<file path="src/rtl/mips_prog_loader_pkg.sv">
// Shared types and constants for the instruction-memory boot loader.
package mips_prog_loader_pkg;

    localparam int unsigned WORD_W = 32;
    localparam int unsigned HDR_W  = 16;

    typedef enum logic [2:0] {
        HDR_HI,
        HDR_LO,
        DATA,
        CSUM,
        DONE,
        ERROR
    } state_e;

    function automatic int unsigned log2c(input int unsigned n);
        int unsigned r;
        r = 0;
        for (int unsigned i = 0; i < 32; i++) begin
            if ((64'd1 << i) < 64'(n)) r = i + 1;
        end
        return r;
    endfunction

endpackage

</file>
<file path="src/rtl/mips_prog_loader_if.sv">
// Byte-stream input and instruction-memory write port of the boot loader.
interface mips_prog_loader_if
    import mips_prog_loader_pkg::*;
#(
    parameter int unsigned ADDR_W = 6
);
    logic [7:0]        inData;
    logic              inValid;
    logic              inReady;
    logic              memWrEn;
    logic [ADDR_W-1:0] memWrAddr;
    logic [WORD_W-1:0] memWrData;

    modport master (output inData, inValid,
                    input  inReady, memWrEn, memWrAddr, memWrData);
    modport slave  (input  inData, inValid,
                    output inReady, memWrEn, memWrAddr, memWrData);
endinterface

</file>
<file path="src/rtl/mips_prog_loader_packer.sv">
// Assembles accepted bytes MSB-first into 32-bit words; pulses word_valid_o
// for one cycle after every fourth byte.
module mips_prog_loader_packer
    import mips_prog_loader_pkg::*;
(
    input  logic              clock,
    input  logic              reset,
    input  logic              byte_valid_i,
    input  logic [7:0]        byte_i,
    output logic              last_byte_o,
    output logic              word_valid_o,
    output logic [WORD_W-1:0] word_o
);
    logic [1:0]        idx_q;
    logic [23:0]       sr_q;
    logic              wvalid_q;
    logic [WORD_W-1:0] word_q;

    always_ff @(posedge clock or negedge reset) begin
        if (!reset) begin
            idx_q    <= '0;
            sr_q     <= '0;
            wvalid_q <= 1'b0;
            word_q   <= '0;
        end else begin
            wvalid_q <= byte_valid_i && (idx_q == 2'd3);
            if (byte_valid_i) begin
                idx_q <= idx_q + 2'd1;
                if (idx_q == 2'd3) begin
                    word_q <= {sr_q, byte_i};
                end else begin
                    sr_q <= {sr_q[15:0], byte_i};
                end
            end
        end
    end

    assign last_byte_o  = (idx_q == 2'd3);
    assign word_valid_o = wvalid_q;
    assign word_o       = word_q;

endmodule

</file>
<file path="src/rtl/mips_prog_loader.sv">
// Boot loader: header + big-endian words into instruction memory, core held until done.
// Optional trailer checksum byte enabled by defining MIPS_PROG_LOADER_CHECKSUM_EN.
module mips_prog_loader
    import mips_prog_loader_pkg::*;
#(
    parameter int unsigned ADDR_L = 64,
    parameter int unsigned ADDR_W = log2c(ADDR_L),
    parameter int unsigned CNT_W  = HDR_W
) (
    input  logic              clock,
    input  logic              reset,
    mips_prog_loader_if.slave bus,
    output logic              coreHold,
    output logic              done,
    output logic              error
);
`ifdef MIPS_PROG_LOADER_CHECKSUM_EN
    localparam state_e TAIL_ST = CSUM;
    logic [7:0] csum_q;
`else
    localparam state_e TAIL_ST = DONE;
`endif

    state_e            state_q, state_d;
    logic              rdy_en_q;
    logic [7:0]        nhi_q;
    logic [CNT_W-1:0]  n_q;
    logic [CNT_W-1:0]  n_hdr;
    logic [ADDR_W:0]   wcnt_q;
    logic [ADDR_W-1:0] addr_q;
    logic              done_q;
    logic              hold_q;
    logic              accept;
    logic              last_byte;
    logic              last_word;
    logic              word_valid;
    logic [WORD_W-1:0] word;

    assign accept    = bus.inValid & bus.inReady;
    assign n_hdr     = CNT_W'({nhi_q, bus.inData});
    assign last_word = (CNT_W'(wcnt_q + 1'b1) == n_q);

    mips_prog_loader_packer u_packer (
        .clock        (clock),
        .reset        (reset),
        .byte_valid_i (accept && (state_q == DATA)),
        .byte_i       (bus.inData),
        .last_byte_o  (last_byte),
        .word_valid_o (word_valid),
        .word_o       (word)
    );

    always_ff @(posedge clock or negedge reset) begin
        if (!reset) state_q <= HDR_HI;
        else        state_q <= state_d;
    end

    always_comb begin
        state_d = state_q;
        case (state_q)
            HDR_HI: if (accept) state_d = HDR_LO;
            HDR_LO: begin
                if (accept) begin
                    if (n_hdr > CNT_W'(ADDR_L)) state_d = ERROR;
                    else if (n_hdr == '0)       state_d = TAIL_ST;
                    else                        state_d = DATA;
                end
            end
            DATA: if (accept && last_byte && last_word) state_d = TAIL_ST;
`ifdef MIPS_PROG_LOADER_CHECKSUM_EN
            CSUM: if (accept) state_d = (bus.inData == csum_q) ? DONE : ERROR;
`endif
            default: state_d = state_q;
        endcase
    end

    // inReady is gated by rdy_en_q so it stays low until the first edge after reset.
    always_comb begin
        bus.inReady = 1'b0;
        case (state_q)
            HDR_HI, HDR_LO, DATA: bus.inReady = rdy_en_q;
`ifdef MIPS_PROG_LOADER_CHECKSUM_EN
            CSUM: bus.inReady = rdy_en_q;
`endif
            default: bus.inReady = 1'b0;
        endcase
        bus.memWrEn   = word_valid;
        bus.memWrAddr = addr_q;
        bus.memWrData = word;
        done          = done_q;
        coreHold      = hold_q;
        error         = (state_q == ERROR);
    end

    always_ff @(posedge clock or negedge reset) begin
        if (!reset) begin
            rdy_en_q <= 1'b0;
            nhi_q    <= '0;
            n_q      <= '0;
            wcnt_q   <= '0;
            addr_q   <= '0;
            done_q   <= 1'b0;
            hold_q   <= 1'b1;
`ifdef MIPS_PROG_LOADER_CHECKSUM_EN
            csum_q   <= '0;
`endif
        end else begin
            rdy_en_q <= 1'b1;
            done_q   <= (state_q == DONE);
            hold_q   <= (state_q != DONE);
            if (accept) begin
                case (state_q)
                    HDR_HI: nhi_q <= bus.inData;
                    HDR_LO: n_q   <= n_hdr;
                    DATA: begin
                        if (last_byte) begin
                            addr_q <= wcnt_q[ADDR_W-1:0];
                            wcnt_q <= wcnt_q + 1'b1;
                        end
                    end
                    default: ;
                endcase
`ifdef MIPS_PROG_LOADER_CHECKSUM_EN
                if (state_q != CSUM) csum_q <= csum_q ^ bus.inData;
`endif
            end
        end
    end

endmodule

</file>
<file path="src/flat_wrapper.sv">
// flat-port wrapper written by rule: the top's interface ports become plain ports
module mips_prog_loader_flat import mips_prog_loader_pkg::*;
#(
    parameter int unsigned ADDR_L = 64,
    parameter int unsigned ADDR_W = log2c(ADDR_L),
    parameter int unsigned CNT_W  = HDR_W
)
  (clock, reset, coreHold, done, error, bus_inData, bus_inValid, bus_inReady, bus_memWrEn, bus_memWrAddr, bus_memWrData);
  mips_prog_loader_if #(.ADDR_W(ADDR_W)) bus_i ();
  input  logic clock;
  input  logic reset;
  output logic coreHold;
  output logic done;
  output logic error;
  input wire logic [$bits(bus_i.inData)-1:0] bus_inData;
  input wire logic [$bits(bus_i.inValid)-1:0] bus_inValid;
  output wire logic [$bits(bus_i.inReady)-1:0] bus_inReady;
  output wire logic [$bits(bus_i.memWrEn)-1:0] bus_memWrEn;
  output wire logic [$bits(bus_i.memWrAddr)-1:0] bus_memWrAddr;
  output wire logic [$bits(bus_i.memWrData)-1:0] bus_memWrData;
  assign bus_i.inData = bus_inData;
  assign bus_i.inValid = bus_inValid;
  assign bus_inReady = bus_i.inReady;
  assign bus_memWrEn = bus_i.memWrEn;
  assign bus_memWrAddr = bus_i.memWrAddr;
  assign bus_memWrData = bus_i.memWrData;
  mips_prog_loader #(.ADDR_L(ADDR_L), .ADDR_W(ADDR_W), .CNT_W(CNT_W)) u_core (.clock(clock), .reset(reset), .bus(bus_i), .coreHold(coreHold), .done(done), .error(error));
endmodule
</file>
<file path="config.mk">
export PLATFORM = sky130hd
export DESIGN_NAME = mips_prog_loader_flat
export DESIGN_NICKNAME = d
export VERILOG_FILES = /design/src/rtl/mips_prog_loader_pkg.sv /design/src/rtl/mips_prog_loader_if.sv /design/src/rtl/mips_prog_loader_packer.sv /design/src/rtl/mips_prog_loader.sv /design/src/flat_wrapper.sv
export SDC_FILE = /design/constraint.sdc
export NUM_CORES = 1
export LEC_CHECK = 0
export CORE_AREA = 2 2 89 108
export DETAILED_ROUTE_END_ITERATION = 6
export DIE_AREA = 0 0 91 110
export PLACE_DENSITY = 0.72
export SLEW_MARGIN = 10
export SYNTH_ARGS = -nofsm -noshare
export SYNTH_HDL_FRONTEND = slang
export SYNTH_SLANG_ARGS = --single-unit
export TNS_END_PERCENT = 50
</file>
<file path="constraint.sdc">
create_clock -name clock -period 1.76 [get_ports clock]
set_input_delay 0.264 -clock clock [delete_from_list [all_inputs] [get_ports clock]]
set_output_delay 0.264 -clock clock [all_outputs]
set_load 0.01 [all_outputs]
</file>
==> flow_summary.yaml, run 1 <==
setup_path:
  critPathMaxFanout: 5
  reg2regPathDepth: 7
  r2r_end: "u_core.state_q[0]$_DFFE_PN0P_"
  cp-startpoint: "u_core.wcnt_q[0]$_DFFE_PN0P_"
  cp-start-kind: "register"
  crit_path_end_kind: "register"
  critPathArrivalTime_ns: 2.08
  cp.required_ns: 2.02
  r2r-start: "u_core.wcnt_q[0]$_DFFE_PN0P_"
  reg2reg_setup_slack_ns: -0.06
  worstSetupPathType: "reg -> reg"
synth:
  synth_nets: 380
  netlist_area_sq_um: 4195
  ys_seq_area_share_pct: 60.87
  synth_cell_types: 44
  synth_top_area_cell: "dfrtp_1"
  syn_area_per_cell_sq_um: 11.43
  synth_top_area_share_pct: 60.24
  syn_inst: 367
  ys_warn_count: 0
  yosys-top-cells-area: "dfrtp_1, nand2_1, mux2_1"
  ys_ff_latch: 102
pwr:
  power_switching_uw: 2583
  p_clk_share_pct: 18.2
  seqPwrFrac_pct: 49.5
  cellPowerDensity_nw_per_um2: 1483
  internal_power_uw: 5546
  combPwrFrac_pct: 32.3
  leakagePower_uw: 0.002574
  peakVddDrop_mv: 0.6861
  netSwitchingFraction_pct: 31.77
cells_and_area:
  nets: 470
  multi_input_area_sq_um: 1660
  fillers: 754
  fin_cells: 582
  diodes: 0
  regArea_sq_um: 2560
  drive_gt1_share_pct: 20.35
  area_delta_synth_final_pct: 30.69
clock_network:
  cts-root-buf: "clkbuf_8"
  htree_num_levels: 3
  cts.path.max_buffers: 2
  clock_latency_ns: 0.37
  cts_buffers: 9
  clkTransAtPathRegs_ns: 0.10
  tritoncts: "done"
  cts.sinks: 102
timing:
  grt_setup_unrepaired: "yes"
  hold_viol_final: 0
  tns_ns: -0.1342
  final.setup_skew_ns: 0.008701
  period_needed_ns: 1.821
  fin_ws_ns: -0.06079
  timing.final.crit_share_pct: 103.5
  max_freq_mhz: 549.2
  setup_violations: 3
  whs_ns: 0.3472
  final-max-slew-violation-count: 0
routing:
  vias_per_cell: 5.010
  dr.pass1.iters: 4
  vias: 2916
  ant_nets: 0
  wl_um: 8817
  drt_iter0_markers: 132
  wire_per_inst_um: 15.15
  drc: 0
grt:
  antenna_found_initial: 0
  grt_pass1_wl_um: 14520
  grt_max_degree: 35
  grt-ovfl-total: 0
  first_global_vias: 2960
  grtUsageTotal_pct: 18.58
placed_design:
  routabilityCongestion: 0.8123
  placedCellCount: 561
  port-buffer-count: 53
  dp_hpwl_um: 6295
floorplanning:
  dieWidth_um: 91
  die_h_um: 110
  dieArea_sq_um: 10010
  io-pin-count: 54
  fp-row-count: 38
  coreArea_sq_um: 8939
  initial_core_util_pct: 46.93
run_status:
  violations: "negative setup slack"
  status: "complete, but fails checks"
flow_run:
  cap_violations: 0
min_path:
  min_path_type: "in -> async"
## cells in the final DEF, fill, tap and decap left out, types with 5 or more instances in the layout
cell             Yosys  routed
dfrtp_1            101      96
nand2_1            124     124
mux2_2               8       8
xor2_1               5       5
clkbuf_8             0       9
dfrtp_2              0       5
buf_4                2      34
clkdlybuf4s50_1      0      50
buf_12               0       5
mux2_4               0       7
xnor2_1              8       8
mux2_1              41      34
## repair_timing
action	in CTS	in global routing
setup buffers	1	3
endpoints found under the hold margin	24	0
gates resized for setup	6	19
setup endpoints to repair	5	43
hold buffers	1	0
pin swaps	6	5
## sequential cells by signal, summed over array words and instances (netlist names)
name,count
u_core.rdy_en_q,1
u_core.bus.memWrAddr,6
u_core.u_packer.word_o,32
u_core.u_packer.word_valid_o,1
u_core.wcnt_q,7
u_core.u_packer.idx_q,2
u_core.u_packer.sr_q,24
u_core.nhi_q,8
u_core.state_q,3
u_core.n_q,16
u_core.done,1
u_core.coreHold,1
## kinds of logic after synthesis
kind of cell,Yosys count,synth area share [%]
compound gates,17,2.595
xor+xnor,13,2.714
fa+ha+maj,2,0.5964
buf+inv,19,2.088
flops,102,60.87
mux,50,13.39
other cells,1,0.08939
simple gates,163,17.66
## how the worst max path moves through the flow
| stage | endpoint | slack, ns |
|---|---|---|
| after CTS | error | -0.13 |
| after global routing | u_core.state_q[0]$_DFFE_PN0P_ | -0.11 |
| after detailed placement | u_core.n_q[15]$_DFFE_PN0P_ | -0.25 |
| after global placement | u_core.state_q[0]$_DFFE_PN0P_ | -0.18 |
| after floorplan | u_core.state_q[0]$_DFFE_PN0P_ | -0.01 |
| final | u_core.state_q[0]$_DFFE_PN0P_ | -0.06 |
## power by group through the flow
| stage | logic [uW] | clock network (uW) | registers, uW |
|---|---|---|---|
| finish | 2620 | 1480 | 4030 |
| global route | 2880 | 1590 | 4150 |
| CTS | 2540 | 1510 | 4000 |
| detailed placement | 2520 | 0 | 4040 |
| global placement | 2430 | 0 | 3980 |
| floorplan | 1110 | 0 | 4020 |
## layout make-up
| cell class | instances | share of cell area, % |
|---|---|---|
| clock buffer | 10 | 2.328 |
| multi-input combinational | 246 | 30.28 |
| inverter | 5 | 0.3423 |
| clock inverter | 6 | 1.232 |
| sequential | 102 | 46.69 |
| timing repair buffer | 93 | 16.39 |
| tap | 120 | 2.738 |
## synthesized netlist by cell type (all sizes together)
master and instances:
nand2 125, dfrtp 101, mux2 49, buf 9, xnor2 8, nor3 6
a21oi 5, clkbuf 5, inv 5, nand3 5, nor2 5, nor4 5
xor2 5, and3 3, nand4 3, nor2b 3, o21ai 3, a31oi 2
ha 2, nor3b 2, or3 2, a2111oi 1, a211o 1, a211oi 1
a22oi 1, and2b 1, and4 1, conb 1, dfstp 1, mux2i 1
nand3b 1, o22a 1, o22ai 1, o31a 1, or2 1
## critical path, stage by stage, from the launching register on
cell and delay (ns):
dfrtp_2 0.44, ha_4 0.18, nand3_4 0.10, a211o_1 0.24, and3_4 0.16, nor4_4 0.33
a21oi_4 0.09, o22a_1 0.16
## per-stage QoR
step / utilization, % / worst slack [ns] / instance area, sq um / total power [uW]
floorplan: - / -0.01253 / 4219 / 5133
CTS: 60.22 / -0.1314 / 5383 / 8051
finish: 61.34 / -0.06079 / 5483 / 8129
global route: 61.34 / -0.1139 / 5483 / 8620
detailed placement: 57.66 / -0.2473 / 5154 / 6555
global placement: 57.66 / -0.1798 / 5154 / 6412
## layer usage
layer,global-route usage [%],vias to the layer above,wire [um]
li1,-,1403,-
met1,23.07,1427,3789
met2,32.01,67,4465
met3,2.991,19,317
met4,9.091,0,244
met5,0,-,0
Power figures use the tool's default switching activity.
==> run 2: changes to the inputs <==
--- a/config.mk
+++ b/config.mk
@@ -9,6 +9,7 @@
 export DETAILED_ROUTE_END_ITERATION = 6
 export DIE_AREA = 0 0 91 110
 export PLACE_DENSITY = 0.72
+export REMOVE_ABC_BUFFERS = 1
 export SLEW_MARGIN = 10
 export SYNTH_ARGS = -nofsm -noshare
 export SYNTH_HDL_FRONTEND = slang
==> run 2 against run 1 <==
Final area grew 0.84%. Clock power is essentially flat. Non-clock buffer count grew 6. Via count grew 0.82%. Total power shrank 0.36%. Fmax grew 0.50%. The flow still finishes with violations (negative setup slack). Clock-buffer cell count grew 2. Global-route usage shrank 0.67 points. Cell count grew 1.0%. First-iteration DRC count shrank 17%. Core utilization grew 0.52 points. Register-to-register slack is essentially flat.
==> flow_summary.yaml, run 2 (synthesis gave the netlist of run 1 again) <==
timing:
  slew_headroom_pct: 64.37
  setup_violations: 2
  worstMarginPinSlew_ns: 0.5344
  hold_viol_final: 0
  final.setup_skew_ns: 0.006631
  max_freq_mhz: 552.0
  tns_ns: -0.07656
  period_needed_ns: 1.812
  timing.final.crit_share_pct: 102.9
  grt_setup_unrepaired: "yes"
  fin_ws_ns: -0.05170
  final-max-slew-violation-count: 0
routing:
  drt_iter0_markers: 109
  vias_per_cell: 5.000
  drc: 0
  ant_nets: 0
  wire_per_inst_um: 14.78
  vias: 2940
  wl_um: 8689
  dr.pass1.iters: 4
grt:
  first_global_vias: 2897
  grtUsageTotal_pct: 17.91
  top_usage_layer: "met2"
  antenna_found_initial: 0
  grt_use_met1_pct: 22.12
  grt_pass1_wl_um: 13870
  use_met2_pct: 30.74
  grt_max_degree: 39
  grt-ovfl-total: 0
  use_met3_pct: 2.515
setup_path:
  critPathArrivalTime_ns: 2.07
  cp.required_ns: 2.02
  crit_path_end_kind: "register"
  max_stage_delay_ns: 0.44
  cp-start-kind: "register"
  crit_chain: "and4_4 -> buf_4 -> a211oi_1 -> a31oi_1 -> a22oi_2 -> a21oi_2 -> o22a_1"
  worstSetupPathType: "reg -> reg"
  critPathMaxFanout: 4
  cp_slowest_cell: "dfrtp_1"
floorplanning:
  dieArea_sq_um: 10010
  dieWidth_um: 91
  coreArea_sq_um: 8939
  io-pin-count: 54
  initial_core_util_pct: 46.93
  die_h_um: 110
  fp-row-count: 38
run_status:
  violations: "negative setup slack"
  status: "complete, but fails checks"
clock_network:
  cts.sinks: 102
  clkTransAtPathRegs_ns: 0.10
  clock_latency_ns: 0.37
  cts_buffers: 9
  htree_num_levels: 3
  tritoncts: "done"
  cts-root-buf: "clkbuf_8"
  cts.path.max_buffers: 2
pwr:
  netSwitchingFraction_pct: 31.27
  internal_power_uw: 5567
  combPwrFrac_pct: 32.6
  peakVddDrop_mv: 0.5079
  power_switching_uw: 2533
  p_clk_share_pct: 18.6
  p_total_uw: 8100
  seqPwrFrac_pct: 48.9
  cellPowerDensity_nw_per_um2: 1465
  leakagePower_uw: 0.002589
min_path:
  min_path_type: "in -> async"
cells_and_area:
  drive_gt1_share_pct: 19.87
  fillers: 720
  largest_reg_flops: 32
  layout_common_cells: "nand2_1, dfrtp_1, clkdlybuf4s50_1, mux2_1, buf_4"
  diodes: 0
  multi_input_area_sq_um: 1635
  nets: 476
  area_delta_synth_final_pct: 31.79
  regArea_sq_um: 2557
  final_common_cell: "nand2_1"
placed_design:
  port-buffer-count: 53
  dp_hpwl_um: 6027
  routabilityCongestion: 0.7985
flow_run:
  cap_violations: 0
==> run 2: changes by cell type in the layout (fill, tap and decap cells not counted), sizes merged <==
| cell | change |
|---|---|
| inv | -1 |
| buf | +5 |
| clkbuf | +3 |
| clkinv | -1 |
==> run 2: stage by stage <==
step | util [%] | setup WS, ns | hold slack (ns) | cells | area [sq um]
final | 61.86 | -0.05170 | 0.4041 | 588 | 5529
after CTS | 59.97 | -0.1594 | 0.4058 | 580 | 5360
after global placement | 57.39 | -0.2051 | 0.2698 | 561 | 5130
after floorplan | - | -0.4584 | -0.03159 | 353 | 4126
after detailed placement | 57.39 | -0.2596 | 0.2770 | 561 | 5130
after global routing | 61.86 | -0.1243 | 0.4426 | 588 | 5529
==> run 2: cell type report <==
cell class | count | area share [%]
Timing Repair Buffer | 99 | 17.45
Multi-Input combinational cell | 246 | 29.58
Clock buffer | 12 | 2.625
Tap cell | 120 | 2.716
Sequential cell | 102 | 46.25
Clock inverter | 4 | 0.9957
Inverter | 5 | 0.3847
==> run 2: path summary, 6_finish.rpt <==
kind	endpoint	cells after the start	start	slack, ns
max	u_core.state_q[0]$_DFFE_PN0P_	7	u_core.wcnt_q[1]$_DFFE_PN0P_	-0.05
min	u_core.u_packer.word_o[20]$_DFFE_PN0P_	2	reset	0.40
max reg2reg	u_core.state_q[0]$_DFFE_PN0P_	7	u_core.wcnt_q[1]$_DFFE_PN0P_	-0.05
min reg2reg	u_core.u_packer.word_o[31]$_DFFE_PN0P_	2	u_core.u_packer.sr_q[23]$_DFFE_PN0P_	0.47
max in group asynchronous	u_core.coreHold$_DFF_PN1_	3	reset	0.69
min in group clock	u_core.u_packer.word_o[31]$_DFFE_PN0P_	2	u_core.u_packer.sr_q[23]$_DFFE_PN0P_	0.47
==> run 2: worst max-delay path, delay by kind of cell, from the launching register on <==
kind / cells / cell delay (ns)
compound gates: 5 / 0.89
buf+inv: 1 / 0.14
flops: 1 / 0.44
simple gates: 1 / 0.23
==> run 2: power by group through the flow <==
stage                     Combinational, uW  Sequential, uW  Clock (uW)
final                                  2640            3960        1500
after floorplan                        1070            4020           0
after CTS                              2540            3940        1530
after detailed placement               2510            3990           0
after global routing                   2900            4100        1630
after global placement                 2430            3940           0
==> run 2: per-layer routing <==
metal	up-vias	routed length [um]
li1	1408	-
met1	1475	3825
met2	40	4441
met3	17	175
met4	0	247
met5	-	0
==> run 2: timing repair <==
item	4_1_cts	5_1_grt
resized for setup	4	22
setup endpoints to repair	5	41
hold buffers	1	0
pin swaps	1	8
setup buffers	2	7
endpoints found under the hold margin	35	0
gates cloned	0	1
==> run 3: changes to the inputs <==
--- a/config.mk
+++ b/config.mk
@@ -9,7 +9,7 @@
 export DETAILED_ROUTE_END_ITERATION = 6
 export DIE_AREA = 0 0 91 110
 export PLACE_DENSITY = 0.72
-export REMOVE_ABC_BUFFERS = 1
+export RECOVER_POWER = 25
 export SLEW_MARGIN = 10
 export SYNTH_ARGS = -nofsm -noshare
 export SYNTH_HDL_FRONTEND = slang
==> run 3 against run 2 <==
Sequential share of layout area increased by 0.60 points. Setup slack worse by 0.0095 ns. Worst hold slack gained 0.051 ns. Register-to-register slack about the same. Combinational power hardly changed. Cell count is 1.0% lower. Largest power group unchanged. Critical path depth unchanged. Wire length rose by 1.3%. Critical path type unchanged. Clock skew rose by 0.0021 ns. The run still ends with negative setup slack left. Final area is 1.2% lower.
==> flow_summary.yaml, run 3 (synthesis gave the netlist of run 1 again) <==
routing:
  vias: 2908
  drt_iter0_markers: 151
  drc: 0
  wl_um: 8805
  ant_nets: 0
  dr.pass1.iters: 4
  wire_per_inst_um: 15.13
  vias_per_cell: 4.997
cells_and_area:
  diodes: 0
  final_common_cell: "nand2_1"
  drive_gt1_share_pct: 20.13
  area_delta_synth_final_pct: 30.24
  layout_common_cells: "nand2_1, dfrtp_1, clkdlybuf4s50_1, mux2_1, buf_4"
  final_area_sq_um: 5464
  largest_reg_flops: 32
  nets: 470
setup_path:
  critPathBufInv: 0
  crit_family: "simple AND/OR/NAND/NOR gates"
  crit_path_end_kind: "register"
  cp.depth: 7
  crit_chain: "ha_4 -> nand3_4 -> a211o_1 -> and3_4 -> nor4_4 -> a21oi_4 -> o22a_1"
  critPathArrivalTime_ns: 2.08
  critPathMaxFanout: 5
  max_stage_delay_ns: 0.44
  cp_slowest_cell: "dfrtp_2"
  worstSetupPathType: "reg -> reg"
  cp.required_ns: 2.02
  reg2regPathDepth: 7
  cp-startpoint: "u_core.wcnt_q[0]$_DFFE_PN0P_"
  r2r-start: "u_core.wcnt_q[0]$_DFFE_PN0P_"
  cp-start-kind: "register"
timing:
  tns_ns: -0.1353
  whs_ns: 0.4555
  slew_headroom_pct: 55.22
  fin_ws_ns: -0.06116
  hold_viol_final: 0
  period_needed_ns: 1.821
  final.setup_skew_ns: 0.008717
  setup_violations: 3
  grt_setup_unrepaired: "yes"
  worstMarginPinSlew_ns: 0.6717
  max_freq_mhz: 549.1
  final-max-slew-violation-count: 0
  timing.final.crit_share_pct: 103.5
clock_network:
  cts.sinks: 102
  cts_buffers: 9
  tritoncts: "done"
  clock_latency_ns: 0.37
  cts.path.max_buffers: 2
  htree_num_levels: 3
  cts-root-buf: "clkbuf_8"
  clkTransAtPathRegs_ns: 0.10
pwr:
  leakagePower_uw: 0.002565
  cellPowerDensity_nw_per_um2: 1487
  peakVddDrop_mv: 0.6860
run_status:
  violations: "negative setup slack"
  status: "complete, but fails checks"
grt:
  grt_pass1_wl_um: 14520
  grt-ovfl-total: 0
  grt_max_degree: 35
  first_global_vias: 2960
  grtUsageTotal_pct: 18.58
  antenna_found_initial: 0
floorplanning:
  io-pin-count: 54
  coreArea_sq_um: 8939
  initial_core_util_pct: 46.93
  dieArea_sq_um: 10010
  fp-row-count: 38
  dieWidth_um: 91
  die_h_um: 110
min_path:
  min_path_type: "in -> async"
placed_design:
  routabilityCongestion: 0.8123
  port-buffer-count: 53
  dpl_cell_area_sq_um: 5154
  dp_hpwl_um: 6295
flow_run:
  cap_violations: 0
-- run 3: path summary, 6_finish.rpt --
path	slack, ns	end
worst max-delay path	-0.06	u_core.state_q[0]$_DFFE_PN0P_
worst min-delay path	0.46	u_core.u_packer.word_o[9]$_DFFE_PN0P_
worst max register to register	-0.06	u_core.state_q[0]$_DFFE_PN0P_
worst min register to register	0.47	u_core.u_packer.word_o[28]$_DFFE_PN0P_
max in group asynchronous	0.30	u_core.coreHold$_DFF_PN1_
min in group clock	0.47	u_core.u_packer.word_o[28]$_DFFE_PN0P_
-- run 3: metal layers --
metal | wire (um) | track usage, %
met2 | 4460 | 32.01
met5 | 0 | 0
met1 | 3816 | 23.07
met4 | 239 | 9.091
met3 | 289 | 2.991
-- run 3: cell type report --
type | count | area [sq um]
Clock inverter | 6 | 67.56
Fill cell | 759 | 3475
Multi-Input combinational cell | 246 | 1660
Clock buffer | 10 | 127.6
Sequential cell | 102 | 2560
Tap cell | 120 | 150.1
Timing Repair Buffer | 93 | 879.6
Inverter | 5 | 18.77
-- run 3: where the power goes --
group	internal (uW)	switching, uW
sequential	3310	714
combinational	1560	1060
clock	668	810
-- run 3: what timing repair did --
action / in CTS / in global routing
gates resized for setup: 6 / 19
buffers inserted: 1 / 3
setup endpoints to repair: 5 / 43
hold endpoints to repair: 24 / 0
pin swaps: 6 / 5
gates cloned: 0 / 0
hold buffers: 1 / 0
-- run 3: stage by stage --
stage	setup WS, ns	util (%)	power [uW]	instances
2_1_floorplan	-0.01253	-	5133	367
3_3_place_gp	-0.1798	57.66	6412	561
3_5_place_dp	-0.2473	57.66	6555	561
4_1_cts	-0.1314	60.22	8051	579
5_1_grt	-0.1139	61.13	8615	582
6_report	-0.06116	61.13	8123	582
